### src/rtl/mult_pkg.sv
// Shared types and constants for the sequential 16x16 multiplier.
package mult_pkg;

   localparam int unsigned MULT_WIDTH = 16;
   localparam int unsigned MULT_STEPS = 16;
   localparam int unsigned STEP_W     = $clog2(MULT_STEPS);

   typedef enum logic [1:0] {
      IDLE = 2'd0,
      RUN  = 2'd1,
      DONE = 2'd2
   } state_t;

endpackage

### src/rtl/mult_row_step.sv
// One partial-product row: extend S and X to WIDTH+2 bits, add/subtract/pass,
// emit the low bit and shift the rest down as the next partial sum.
module mult_row_step
   import mult_pkg::*;
#(
   parameter int unsigned WIDTH = MULT_WIDTH
) (
   input  logic [WIDTH:0]   s,
   input  logic [WIDTH-1:0] x,
   input  logic             y_bit,
   input  logic             sub,
   input  logic             signed_mode,
   output logic             p_bit,
   output logic [WIDTH:0]   s_next
);

   logic [WIDTH+1:0] se;
   logic [WIDTH+1:0] xe;
   logic [WIDTH+1:0] t;

   always_comb begin
      se = {signed_mode & s[WIDTH], s};
      xe = {{2{signed_mode & x[WIDTH-1]}}, x};
      if (!y_bit) begin
         t = se;
      end else if (sub) begin
         t = se - xe;
      end else begin
         t = se + xe;
      end
      p_bit  = t[0];
      s_next = t[WIDTH+1:1];
   end

endmodule

### src/rtl/seq_mult_16bit.sv
// Iterative multiplier: one partial-product row per clock, start/busy/done handshake.
module seq_mult_16bit
   import mult_pkg::*;
#(
   parameter int unsigned WIDTH = MULT_WIDTH,
   parameter int unsigned STEPS = WIDTH
) (
   input  logic               clk,
   input  logic               rst,
   input  logic               start,
   input  logic               signed_mode,
   input  logic [WIDTH-1:0]   a,
   input  logic [WIDTH-1:0]   b,
   output logic               busy,
   output logic               done,
   output logic [2*WIDTH-1:0] product
);

   state_t            state;
   state_t            state_nxt;
   logic              accept;
   logic              last;
   logic [STEP_W-1:0] step;
   logic [WIDTH-1:0]  x_reg;
   logic [WIDTH-1:0]  y_reg;
   logic              sm_reg;
   logic [WIDTH:0]    s_reg;
   logic [WIDTH:0]    s_nxt;
   logic [WIDTH-1:0]  lo_reg;
   logic              p_bit;

   assign last = (step == STEP_W'(STEPS - 1));

   // Only the final row in signed mode subtracts (weight of the multiplier sign bit).
   mult_row_step #(.WIDTH(WIDTH)) u_row (
      .s           (s_reg),
      .x           (x_reg),
      .y_bit       (y_reg[step]),
      .sub         (sm_reg & last),
      .signed_mode (sm_reg),
      .p_bit       (p_bit),
      .s_next      (s_nxt)
   );

   always_comb begin
      state_nxt = state;
      accept    = 1'b0;
      busy      = (state == RUN);
      done      = (state == DONE);
      case (state)
         IDLE: begin
            if (start) begin
               accept    = 1'b1;
               state_nxt = RUN;
            end
         end
         RUN: begin
            if (last) state_nxt = DONE;
         end
         DONE: begin
            if (start) begin
               accept    = 1'b1;
               state_nxt = RUN;
            end else begin
               state_nxt = IDLE;
            end
         end
         default: state_nxt = IDLE;
      endcase
   end

   always_ff @(posedge clk) begin
      if (rst) begin
         state   <= IDLE;
         step    <= '0;
         x_reg   <= '0;
         y_reg   <= '0;
         sm_reg  <= 1'b0;
         s_reg   <= '0;
         lo_reg  <= '0;
         product <= '0;
      end else begin
         state <= state_nxt;
         if (accept) begin
            x_reg  <= a;
            y_reg  <= b;
            sm_reg <= signed_mode;
            s_reg  <= '0;
            step   <= '0;
         end else if (state == RUN) begin
            // Product bits enter at the top and reach their final position after the last row.
            s_reg  <= s_nxt;
            lo_reg <= {p_bit, lo_reg[WIDTH-1:1]};
            step   <= step + 1'b1;
            if (last) product <= {s_nxt[WIDTH-1:0], p_bit, lo_reg[WIDTH-1:1]};
         end
      end
   end

endmodule
### config.mk
export PLATFORM = sky130hd
export DESIGN_NAME = seq_mult_16bit
export DESIGN_NICKNAME = d
export VERILOG_FILES = /design/src/rtl/mult_pkg.sv /design/src/rtl/mult_row_step.sv /design/src/rtl/seq_mult_16bit.sv
export SDC_FILE = /design/constraint.sdc
export NUM_CORES = 1
export LEC_CHECK = 0
export BUFFER_PORTS_ARGS = -buffer_cell sky130_fd_sc_hd__buf_2
export CORE_MARGIN = 2
export CORE_UTILIZATION = 23
export CTS_BUF_LIST = sky130_fd_sc_hd__clkbuf_16
export DETAILED_ROUTE_END_ITERATION = 10
export GPL_TIMING_DRIVEN = 0
export SKIP_CTS_REPAIR_TIMING = 1
export SYNTH_ARGS = -nofsm -noshare
export SYNTH_HDL_FRONTEND = slang
export SYNTH_SLANG_ARGS = --single-unit
export TNS_END_PERCENT = 100
### constraint.sdc
create_clock -name clk -period 3.5 [get_ports clk]
set_clock_uncertainty 0.2 [all_clocks]
set_input_delay 0.525 -clock clk [delete_from_list [all_inputs] [get_ports clk]]
set_output_delay 0.525 -clock clk [all_outputs]
set_load 0.02 [all_outputs]
==> metrics, run 1 <==
status complete, but fails checks; failing checks negative setup slack; Die X 153.1 um; initial antenna violation count 0; CP max stage cell or4_4; Post-Syn Area 5115 um2; EDFF count, synth 0; crit share post-route 102.6%; Worst-Skew Late Latency 0.36 ns; most used cell, CP or4_4; first-pass GRT wire length 22.90 mm; Worst EP arrival 3.65 ns; worst setup path endpoint s_reg[16]; post-route ant nets 0; clock sinks 103; Hold Path Class input port to flip-flop; area of the multi-input gates 3098 um2; critical path peak fanout 5; Avg Cell Area, Syn 7.893 um2; RR Startpoint x_reg[6]; I/O pins 70; Root Driver clkbuf_16; pwr/cell area 445.2 nW/um2; ys async rst share 0%; post-route cell area 6494 um2; CP required 3.56 ns; count of pins over their slew limit 0; num rows 54; via count 4796; part of the Yosys area used for sequential elements 40.31%; RD Place Congestion 0.8566; max-cap violations 0; drt pass-1 iters 6; met1 Use GR 15.72%; die span in y 153.1 um; CTS Buf Count 9; CTS tree yes; Top FF cell, synth dfxtp_1; Filler Cells Inserted 2367; Final min period 3.591 ns; Unique masters post-synth 55; port buffer count 69; CP Launch Type flip-flop; Critical Path Start x_reg[6]; fin nets 801; slew at the pin with the worst max-slew slack 0.7970 ns; Worst R2R Path Depth 12; ant diodes 0; FF+latch count, synth 103; Leak Pwr 2.531 nW; warning count from the yosys run 0; grt total ovfl 0; layout cells sized above 1 21.47%; commonest non-fill, non-tap cell in the layout nand2_1; total wire length 14.86 mm; Design Power 0.002891 W; Final WS setup -0.09131 ns; syn nets 704; RSZ-0062 raised after global routing yes; Tot GR Track Use 12.16%; placed cell area 5821 um2; Critical Path Max Stage Delay 0.55 ns; Crit. End Element flip-flop; DRC viols 0; Max clock buf depth 2; Core Region 21820 um2; fin util 29.76%; Worst-path clk slew 0.07 ns; initial DRC count 235; fmax 0.2785 GHz; largest net degree at the start of global routing 19; CP Cell Sequence or4_4 > or3_4 > or4_4 > nand2_2 > xor2_2 > ha_4 > a21oi_4 > nor2b_1 > nor4_1 > o21a_1 > or4_4 > a31o_1; GR Util met3 3.544%; area grow syn2layout 26.96%; most frequent cells in the layout nand2_1, dfxtp_1, a21oi_1; number of flip-flops in the largest register 32; Crit Path Category flip-flop to flip-flop; R2R setup slack -0.09 ns; vias in the first global route 4420; Most Crowded Layer GR met2; VDD IR max 0.2274 mV; Setup-failing EPs final 6; Routed WL per cell 14.43 um; die footprint 23450 um2; Register Area 2073 um2; DP HPWL 10.99 mm; Starting Density 23.44%; Post-Synthesis Cells 648; final hold viol count 0; Crit Reg-Reg Endpoint s_reg[16]; H-tree Lvls 3; GR Util met2 20.20%; Via-to-Cell Ratio 4.656; Slew headroom 46.67%
per-layer routing:
metal	vias to the layer above	share of wire (%)
met5	-	0
met4	0	0.86
met3	11	5.9
met2	90	47
met1	2246	46
li1	2449	-
cell usage after synthesis, drive strengths merged, types with 2 or more instances:
cell | count | area share [%]
or4 | 4 | 0.73
xnor2 | 10 | 1.7
nand2b | 5 | 0.61
a21o | 7 | 1.0
xor2 | 16 | 2.7
a311oi | 3 | 0.51
nand3 | 4 | 0.39
o21a | 5 | 0.73
buf | 8 | 0.76
nand2 | 161 | 12
nor4 | 2 | 0.37
a21oi | 101 | 10
inv | 10 | 0.73
o31a | 2 | 0.34
dfxtp | 103 | 40
o21ai | 25 | 2.4
nand4 | 3 | 0.37
a31oi | 3 | 0.37
nor2 | 50 | 3.8
nor2b | 7 | 0.86
mux2i | 10 | 2.0
nor3 | 5 | 0.49
or2 | 2 | 0.24
o2111ai | 2 | 0.34
o22ai | 2 | 0.49
or3 | 2 | 0.34
a211oi | 21 | 3.1
and2 | 2 | 0.24
o31ai | 6 | 0.88
clkbuf | 30 | 2.2
ha | 19 | 4.6
mux4 | 4 | 1.9
critical path, delay by kind of cell, from the launching register on:
family / cells / cell delay, ns
DFF: 1 / 0.35
xor gates and xnor gates: 1 / 0.08
AOI/OAI and AO/OA: 3 / 0.42
adders and majority gates: 1 / 0.32
and+or+nand+nor: 7 / 2.13
worst min path at each step:
| stage | from | to | depth (start not counted) |
|---|---|---|---|
| 6_report | b[12] | y_reg[12] | 3 |
| 5_1_grt | b[11] | y_reg[11] | 3 |
| 4_1_cts | b[4] | y_reg[4] | 3 |
| 3_5_place_dp | y_reg[13] | y_reg[13] | 2 |
| 3_3_place_gp | y_reg[12] | y_reg[12] | 2 |
| 2_1_floorplan | y_reg[13] | y_reg[13] | 2 |
stage by stage:
stage / cells / TNS (ns) / setup WS, ns / hold slack (ns)
global route: 1030 / -1.388 / -0.2147 / 0.1860
CTS: 1013 / -9.049 / -0.7031 / 0.1858
detailed placement: 997 / -8.404 / -0.6768 / 0.2451
global placement: 997 / -7.716 / -0.6070 / 0.2388
floorplan: 648 / -0.02239 / -0.02239 / 0.2315
finish: 1030 / -0.3114 / -0.09131 / 0.1978
area by class of cell:
type,count,area share [%]
sequential,103,31.93
timing repair buffer,86,7.553
inverter,10,0.5780
tap,280,5.395
multi-input combinational,497,47.71
clock inverter,7,0.8285
clock buffer,9,3.468
buffer,38,2.543
cells by family (layout without fill, tap and decap cells):
| family | after synthesis | count (layout) | synth area share, % |
|---|---|---|---|
| AO/OA/AOI/OAI | 186 | 186 | 21.72 |
| multiplexers | 14 | 14 | 3.865 |
| XOR/XNOR | 26 | 26 | 4.452 |
| AND/OR/NAND/NOR | 251 | 251 | 20.91 |
| adder cells (fa/ha/maj) | 20 | 20 | 5.039 |
| buffers and inverters | 48 | 150 | 3.694 |
| flip-flops | 103 | 103 | 40.31 |
power breakdown:
group,switching [W],internal (W),leakage (nW)
combinational,0.000395,0.000283,1.55
clock,0.000478,0.000490,0.140
sequential,0.0000374,0.00121,0.839
total,0.000911,0.00198,2.53
No activity file was read; power rests on OpenSTA's default activity.
==> run 2, diff against run 1 <==
--- a/config.mk
+++ b/config.mk
@@ -14,5 +14,6 @@
 export SKIP_CTS_REPAIR_TIMING = 1
 export SYNTH_ARGS = -nofsm -noshare
 export SYNTH_HDL_FRONTEND = slang
+export SYNTH_HIERARCHICAL = 1
 export SYNTH_SLANG_ARGS = --single-unit
-export TNS_END_PERCENT = 100
+export TNS_END_PERCENT = 30
==> run 2 against run 1 <==
  * The run still ends with negative setup slack left
  * Count of clock-buffer cells in the layout is the same
  * First-iteration DRC count is 61% higher
  * Clock power increased by 2.7%
  * Via count increased by 4.0%
  * Maximum frequency fell by 0.83%
  * Total power down 2.0%
  * Hold slack got worse by 0.0038 ns
  * Critical path depth rose by 2
  * Worst setup slack worse by 0.030 ns
  * Core utilization fell by 0.24 points
  * Register-to-register slack worse by 0.03 ns
  * Critical path type unchanged
  * Area after synthesis up 2.8%
==> metrics, run 2 <==
Crit Reg-Reg Endpoint product[31]; Routed WL per cell 14.96 um (+3.7%); initial antenna violation count 0 (unchanged); first-pass GRT wire length 24.86 mm (+8.6%); status complete, but fails checks; commonest non-fill, non-tap cell in the layout nand2_1; Slew headroom 48.87% (+2.2 points); FF+latch count, synth 103 (unchanged); Setup-failing EPs final 10 (+4); critical path peak fanout 5 (unchanged); Final WS setup -0.1215 ns (-0.03017 ns); Crit. End Element flip-flop; hold-critical path depth 3 (unchanged); layout cells sized above 1 24.71% (+3.2 points); sw frac 30.83% (-0.66 points); Leak Pwr 2.487 nW (-1.7%); Avg Cell Area, Syn 7.892 um2 (about the same); Core Region 22500 um2 (+3.1%); RD Place Congestion 0.8718 (+1.8%); CTS Buf Count 9 (unchanged); Crit Path Category flip-flop to flip-flop; Post-Syn Area 5256 um2 (+2.8%); CTS tree yes; Worst EP arrival 3.71 ns (+0.06 ns); via count 4987 (+4.0%); CP required 3.59 ns (+0.03 ns); largest net degree at the start of global routing 20 (+1); total wire length 15.71 mm (+5.7%); Pint 0.001960 W (-1.0%); Unique masters post-synth 49 (-11%); num rows 55 (+1.9%); Final min period 3.621 ns (+0.03017 ns); Worst R2R Path Depth 14 (+2); CP Launch Type flip-flop; Clk pwr share 35.1% (+1.6 points); RSZ-0062 raised after global routing yes; ys async rst share 0% (unchanged); area leader, netlist dfxtp_1; die span in y 155.2 um (+1.3%); most frequent cells in the layout nand2_1, a21oi_1, dfxtp_1; Comb pwr share 21.5% (-1.9 points); area grow syn2layout 26.35%; warning count from the yosys run 6 (+6); I/O pins 70 (unchanged); grt total ovfl 0 (unchanged); crit share post-route 103.5% (+0.86 points); sequential share of power 43.4% (+0.3 points); syn nets 722 (+2.6%); Starting Density 23.36% (-0.079 points); vias in the first global route 4759 (+7.7%); Worst-Skew Late Latency 0.36 ns (about the same); count leader, synth nand2_1; Design Power 0.002834 W (-2.0%); fmax 0.2761 GHz (-0.83%); WHS 0.1939 ns (-0.003819 ns); dpl ws -0.6741 ns (+0.002662 ns); fin nets 816 (+1.9%); initial DRC count 378 (+61%); Synth area leaders dfxtp_1, a21oi_1, nand2_1, ha_1, o21ai_0; Tot GR Track Use 13.07% (+0.91 points); Post-Synthesis Cells 666 (+2.8%); Die X 155.2 um (+1.3%); VDD IR max 0.2327 mV (+2.4%); DP HPWL 11.38 mm (+3.5%); failing checks negative setup slack; part of the Yosys area used for sequential elements 39.23% (-1.1 points); Max clock buf depth 2 (unchanged); Top FF cell, synth dfxtp_1; H-tree Lvls 3 (unchanged); RR Startpoint x_reg[2]; clock sinks 103 (unchanged); Post-synth top cells nand2_1, a21oi_1, dfxtp_1; Worst-path clk slew 0.08 ns (about the same); Hold Path Class input port to flip-flop; worst hold endpoint y_reg[2]; slew at the pin with the worst max-slew slack 0.7670 ns (-0.03002 ns); EDFF count, synth 0 (unchanged); hold path start b[2]; final hold viol count 0 (unchanged); Synth top area share 39.23% (-1.1 points); Filler Cells Inserted 2400 (+1.4%); max-cap violations 0 (unchanged); pwr/cell area 426.8 nW/um2 (-4.2%); DRC viols 0 (unchanged); count of pins over their slew limit 0 (unchanged); drt pass-1 iters 5 (-1); post-route ant nets 0 (unchanged); R2R setup slack -0.12 ns (-0.03 ns); Psw 0.0008738 W (-4.0%); Via-to-Cell Ratio 4.750 (+2.0%); ant diodes 0 (unchanged); number of flip-flops in the largest register 32 (unchanged); port buffer count 69 (unchanged); die footprint 24080 um2 (+2.7%); Root Driver clkbuf_16; fin util 29.51% (-0.24 points); Critical Path Start x_reg[2]
run 2: cell count changes in the layout (fill, tap and decap cells not counted), sizes merged, moves of 10 or more:
cell,change
nand3,+34
nor2,-25
a21oi,+24
xnor2,+15
xor2,-10
a211oi,-20
buf,+16
mux2,+13
o21ai,+21
clkbuf,-10
nand2,-14
run 2: logic make-up after synthesis:
family          after synthesis  share of synthesized area, %
fa+ha+maj                    20                         4.904
buf+inv                      61                         5.594
mux                          22                         5.737
flops                       103                         39.23
compound gates              191                         19.31
xor+xnor                     31                         5.165
simple gates                238                         20.07
run 2: routing by layer:
metal	GRT usage (%)	vias up	share of wire [%]
li1	-	2487	-
met1	16.80	2359	45
met2	21.82	117	49
met3	2.061	24	3.8
met4	5.592	0	1.8
met5	0	-	0
run 2: layout make-up:
| class | count | area (um2) | area share (%) |
|---|---|---|---|
| plain buffers | 44 | 252.7 | 3.806 |
| clock buffers | 9 | 225.2 | 3.391 |
| clock inverters | 7 | 60.06 | 0.9043 |
| inverters | 14 | 52.55 | 0.7913 |
| multi-input cells | 502 | 3152 | 47.46 |
| flip-flops and latches | 103 | 2069 | 31.16 |
| well taps | 285 | 356.6 | 5.369 |
| repair buffers | 86 | 473.0 | 7.121 |
run 2: worst max path at each step:
stage	endpoint	depth (start not counted)
floorplan	product[30]	18
global placement	product[31]	19
detailed placement	product[31]	19
CTS	product[31]	19
global route	product[31]	14
finish	product[31]	14
run 2: per-stage QoR:
| step | instances | area [um2] | TNS [ns] |
|---|---|---|---|
| floorplan | 666 | 5349 | 0 |
| global placement | 1020 | 6051 | -7.535 |
| detailed placement | 1020 | 6051 | -7.800 |
| CTS | 1036 | 6336 | -8.631 |
| global route | 1050 | 6641 | -2.099 |
| finish | 1050 | 6641 | -0.4854 |
run 2: power groups by stage:
stage | registers (W) | logic [W] | clock network, W
global route | 0.00123 | 0.000671 | 0.00107
global placement | 0.00125 | 0.000520 | 0
floorplan | 0.00125 | 0.000396 | 0
CTS | 0.00123 | 0.000527 | 0.00103
detailed placement | 0.00125 | 0.000524 | 0
finish | 0.00123 | 0.000611 | 0.000995
run 2: worst max-delay path, cell delays in order, from the launching register on:
cell,delay (ns)
dfxtp_2,0.36
or4_4,0.56
nor4_4,0.34
nor2_1,0.09
xnor2_1,0.29
ha_1,0.34
a21oi_1,0.22
o21ai_1,0.15
a21oi_4,0.20
o21ai_2,0.10
nand4_1,0.16
nand2_1,0.09
a22oi_2,0.21
nand3_1,0.10
a21oi_1,0.14
==> run 3, diff against run 2 <==
--- a/config.mk
+++ b/config.mk
@@ -11,7 +11,6 @@
 export CTS_BUF_LIST = sky130_fd_sc_hd__clkbuf_16
 export DETAILED_ROUTE_END_ITERATION = 10
 export GPL_TIMING_DRIVEN = 0
-export SKIP_CTS_REPAIR_TIMING = 1
 export SYNTH_ARGS = -nofsm -noshare
 export SYNTH_HDL_FRONTEND = slang
 export SYNTH_HIERARCHICAL = 1
==> run 3 against run 2 <==
  * The run now ends clean
  * Count of clock-buffer cells in the layout unchanged
  * Combinational power increased by 6.5%
  * Die area unchanged
  * Critical path depth increased by 1
  * Highest routed layer unchanged
  * Hold slack got worse by 0.0039 ns
  * Sequential share of layout area decreased by 0.66 points
  * Worst setup slack improved by 0.14 ns
  * Core utilization increased by 0.69 points
==> metrics, run 3 (synthesis results as in run 2) <==
Worst-path clk slew 0.08 ns (about the same); Slew headroom 48.10% (-0.76 points); initial antenna violation count 0 (unchanged); Hold Path Class input port to flip-flop; grt total ovfl 0 (unchanged); Final min period 3.484 ns (-0.1375 ns); setup TNS 0 ns (+0.4854 ns); I/O pins 70 (unchanged); Die X 155.2 um (unchanged); Tot GR Track Use 13.38% (+0.30 points); crit share post-route 99.54% (-3.9 points); via count 5022 (+0.70%); H-tree Lvls 3 (unchanged); Final WS setup 0.01604 ns (+0.1375 ns); initial DRC count 418 (+11%); die footprint 24080 um2 (unchanged); post-route cell area 6797 um2 (+2.3%); DP HPWL 11.38 mm (unchanged); critical path peak fanout 5 (unchanged); slew at the pin with the worst max-slew slack 0.7784 ns (+0.01146 ns); post-route ant nets 0 (unchanged); status finished clean; Root Driver clkbuf_16; number of flip-flops in the largest register 32 (unchanged); placed cell area 6051 um2 (unchanged); Register Area 2073 um2 (+0.18%); Crit. End Element flip-flop; largest net degree at the start of global routing 20 (unchanged); num rows 55 (unchanged); VDD IR max 0.2463 mV (+5.8%); Psw 0.0008973 W (+2.7%); fin nets 824 (+0.98%); Core Region 22500 um2 (unchanged); port buffer count 69 (unchanged); die span in y 155.2 um (unchanged); WHS 0.1901 ns (-0.003879 ns); area of the multi-input gates 3247 um2 (+3.0%); # hold bufs at CTS 0; most frequent cells in the layout nand2_1, a21oi_1, dfxtp_1; drt pass-1 iters 5 (unchanged); area grow syn2layout 29.30%; commonest non-fill, non-tap cell in the layout nand2_1; Leak Pwr 2.541 nW (+2.2%); clock sinks 103 (unchanged); dpl cells 1020 (unchanged); dpl ws -0.6741 ns (unchanged); max-cap violations 0 (unchanged); Filler Cells Inserted 2377 (-0.96%); RD Place Congestion 0.8718 (unchanged); DRC viols 0 (unchanged); Pint 0.001984 W (+1.2%); Via-to-Cell Ratio 4.747 (about the same); vias in the first global route 4922 (+3.4%); CP Launch Type flip-flop; CP required 3.59 ns (about the same); fmax 0.2870 GHz (+3.9%); Comb pwr share 22.6% (+1.1 points); Layout Cells excl Fill 1058 (+0.76%); Worst EP arrival 3.58 ns (-0.13 ns); sw frac 31.14% (+0.31 points); first-pass GRT wire length 25.47 mm (+2.5%); layout cells sized above 1 27.43% (+2.7 points); CTS tree yes; pwr/cell area 424.0 nW/um2 (-0.65%); Clk pwr share 34.8% (-0.3 points); Setup-failing EPs final 0 (-10); total wire length 16.07 mm (+2.3%); sequential share of power 42.6% (-0.8 points); Max clock buf depth 2 (unchanged); final hold viol count 0 (unchanged); RSZ-0062 raised after global routing yes; Routed WL per cell 15.19 um (+1.5%); Worst-Skew Late Latency 0.36 ns (about the same); ant diodes 0 (unchanged); Starting Density 23.36% (unchanged); count of pins over their slew limit 0 (unchanged); CTS Buf Count 9 (unchanged); Crit Path Category flip-flop to flip-flop
## run 3: stage by stage
step | total power [W] | util [%]
2_1_floorplan | 0.001642 | -
3_3_place_gp | 0.001774 | 26.89
3_5_place_dp | 0.001778 | 26.89
4_1_cts | 0.002836 | 29.09
5_1_grt | 0.003016 | 30.20
6_report | 0.002882 | 30.20
## run 3: final timing paths
check        cells past startpoint  startpoint  slack [ns]     endpoint
max reg2reg                     15    x_reg[2]        0.02  product[31]
max                             15    x_reg[2]        0.02  product[31]
min reg2reg                      2    y_reg[0]        0.25     y_reg[0]
min                              3       a[10]        0.19    x_reg[10]
## run 3: worst max-delay path, stage by stage, from the launching register on
cell	delay (ns)
dfxtp_2	0.36
or4_4	0.56
nor4_4	0.18
buf_4	0.15
nor2_1	0.05
xnor2_2	0.23
ha_4	0.26
a21oi_1	0.30
o21ai_2	0.15
a21oi_4	0.18
o21ai_2	0.09
nand4_1	0.16
nand2_1	0.09
a22oi_2	0.21
nand3_1	0.10
a21oi_1	0.14
## run 3: what timing repair did
action | CTS | global route
endpoints found under the setup margin | 25 | 20
gates cloned | 0 | 0
pin swaps | 15 | 23
setup buffers | 16 | 11
gates resized for setup | 29 | 43
## run 3: final cells by class
type / count / share of cell area (%)
flip-flops and latches: 103 / 30.50
clock inverters: 7 / 0.8837
plain buffers: 43 / 3.498
well taps: 285 / 5.247
inverters: 14 / 0.7732
clock buffers: 9 / 3.314
repair buffers: 95 / 8.008
multi-input cells: 502 / 47.77
## run 3: power groups by stage
stage	Clock, W	Combinational [W]	Sequential (W)
after floorplan	0	0.000396	0.00125
after global placement	0	0.000520	0.00125
after detailed placement	0	0.000524	0.00125
after CTS	0.00103	0.000577	0.00123
after global routing	0.00107	0.000711	0.00123
final	0.00100	0.000651	0.00123
## run 3: per-layer routing
layer	part of all wire, %	track usage, %
met1	45	16.85
met2	49	22.56
met3	3.5	2.228
met4	2.7	5.898
met5	0	0
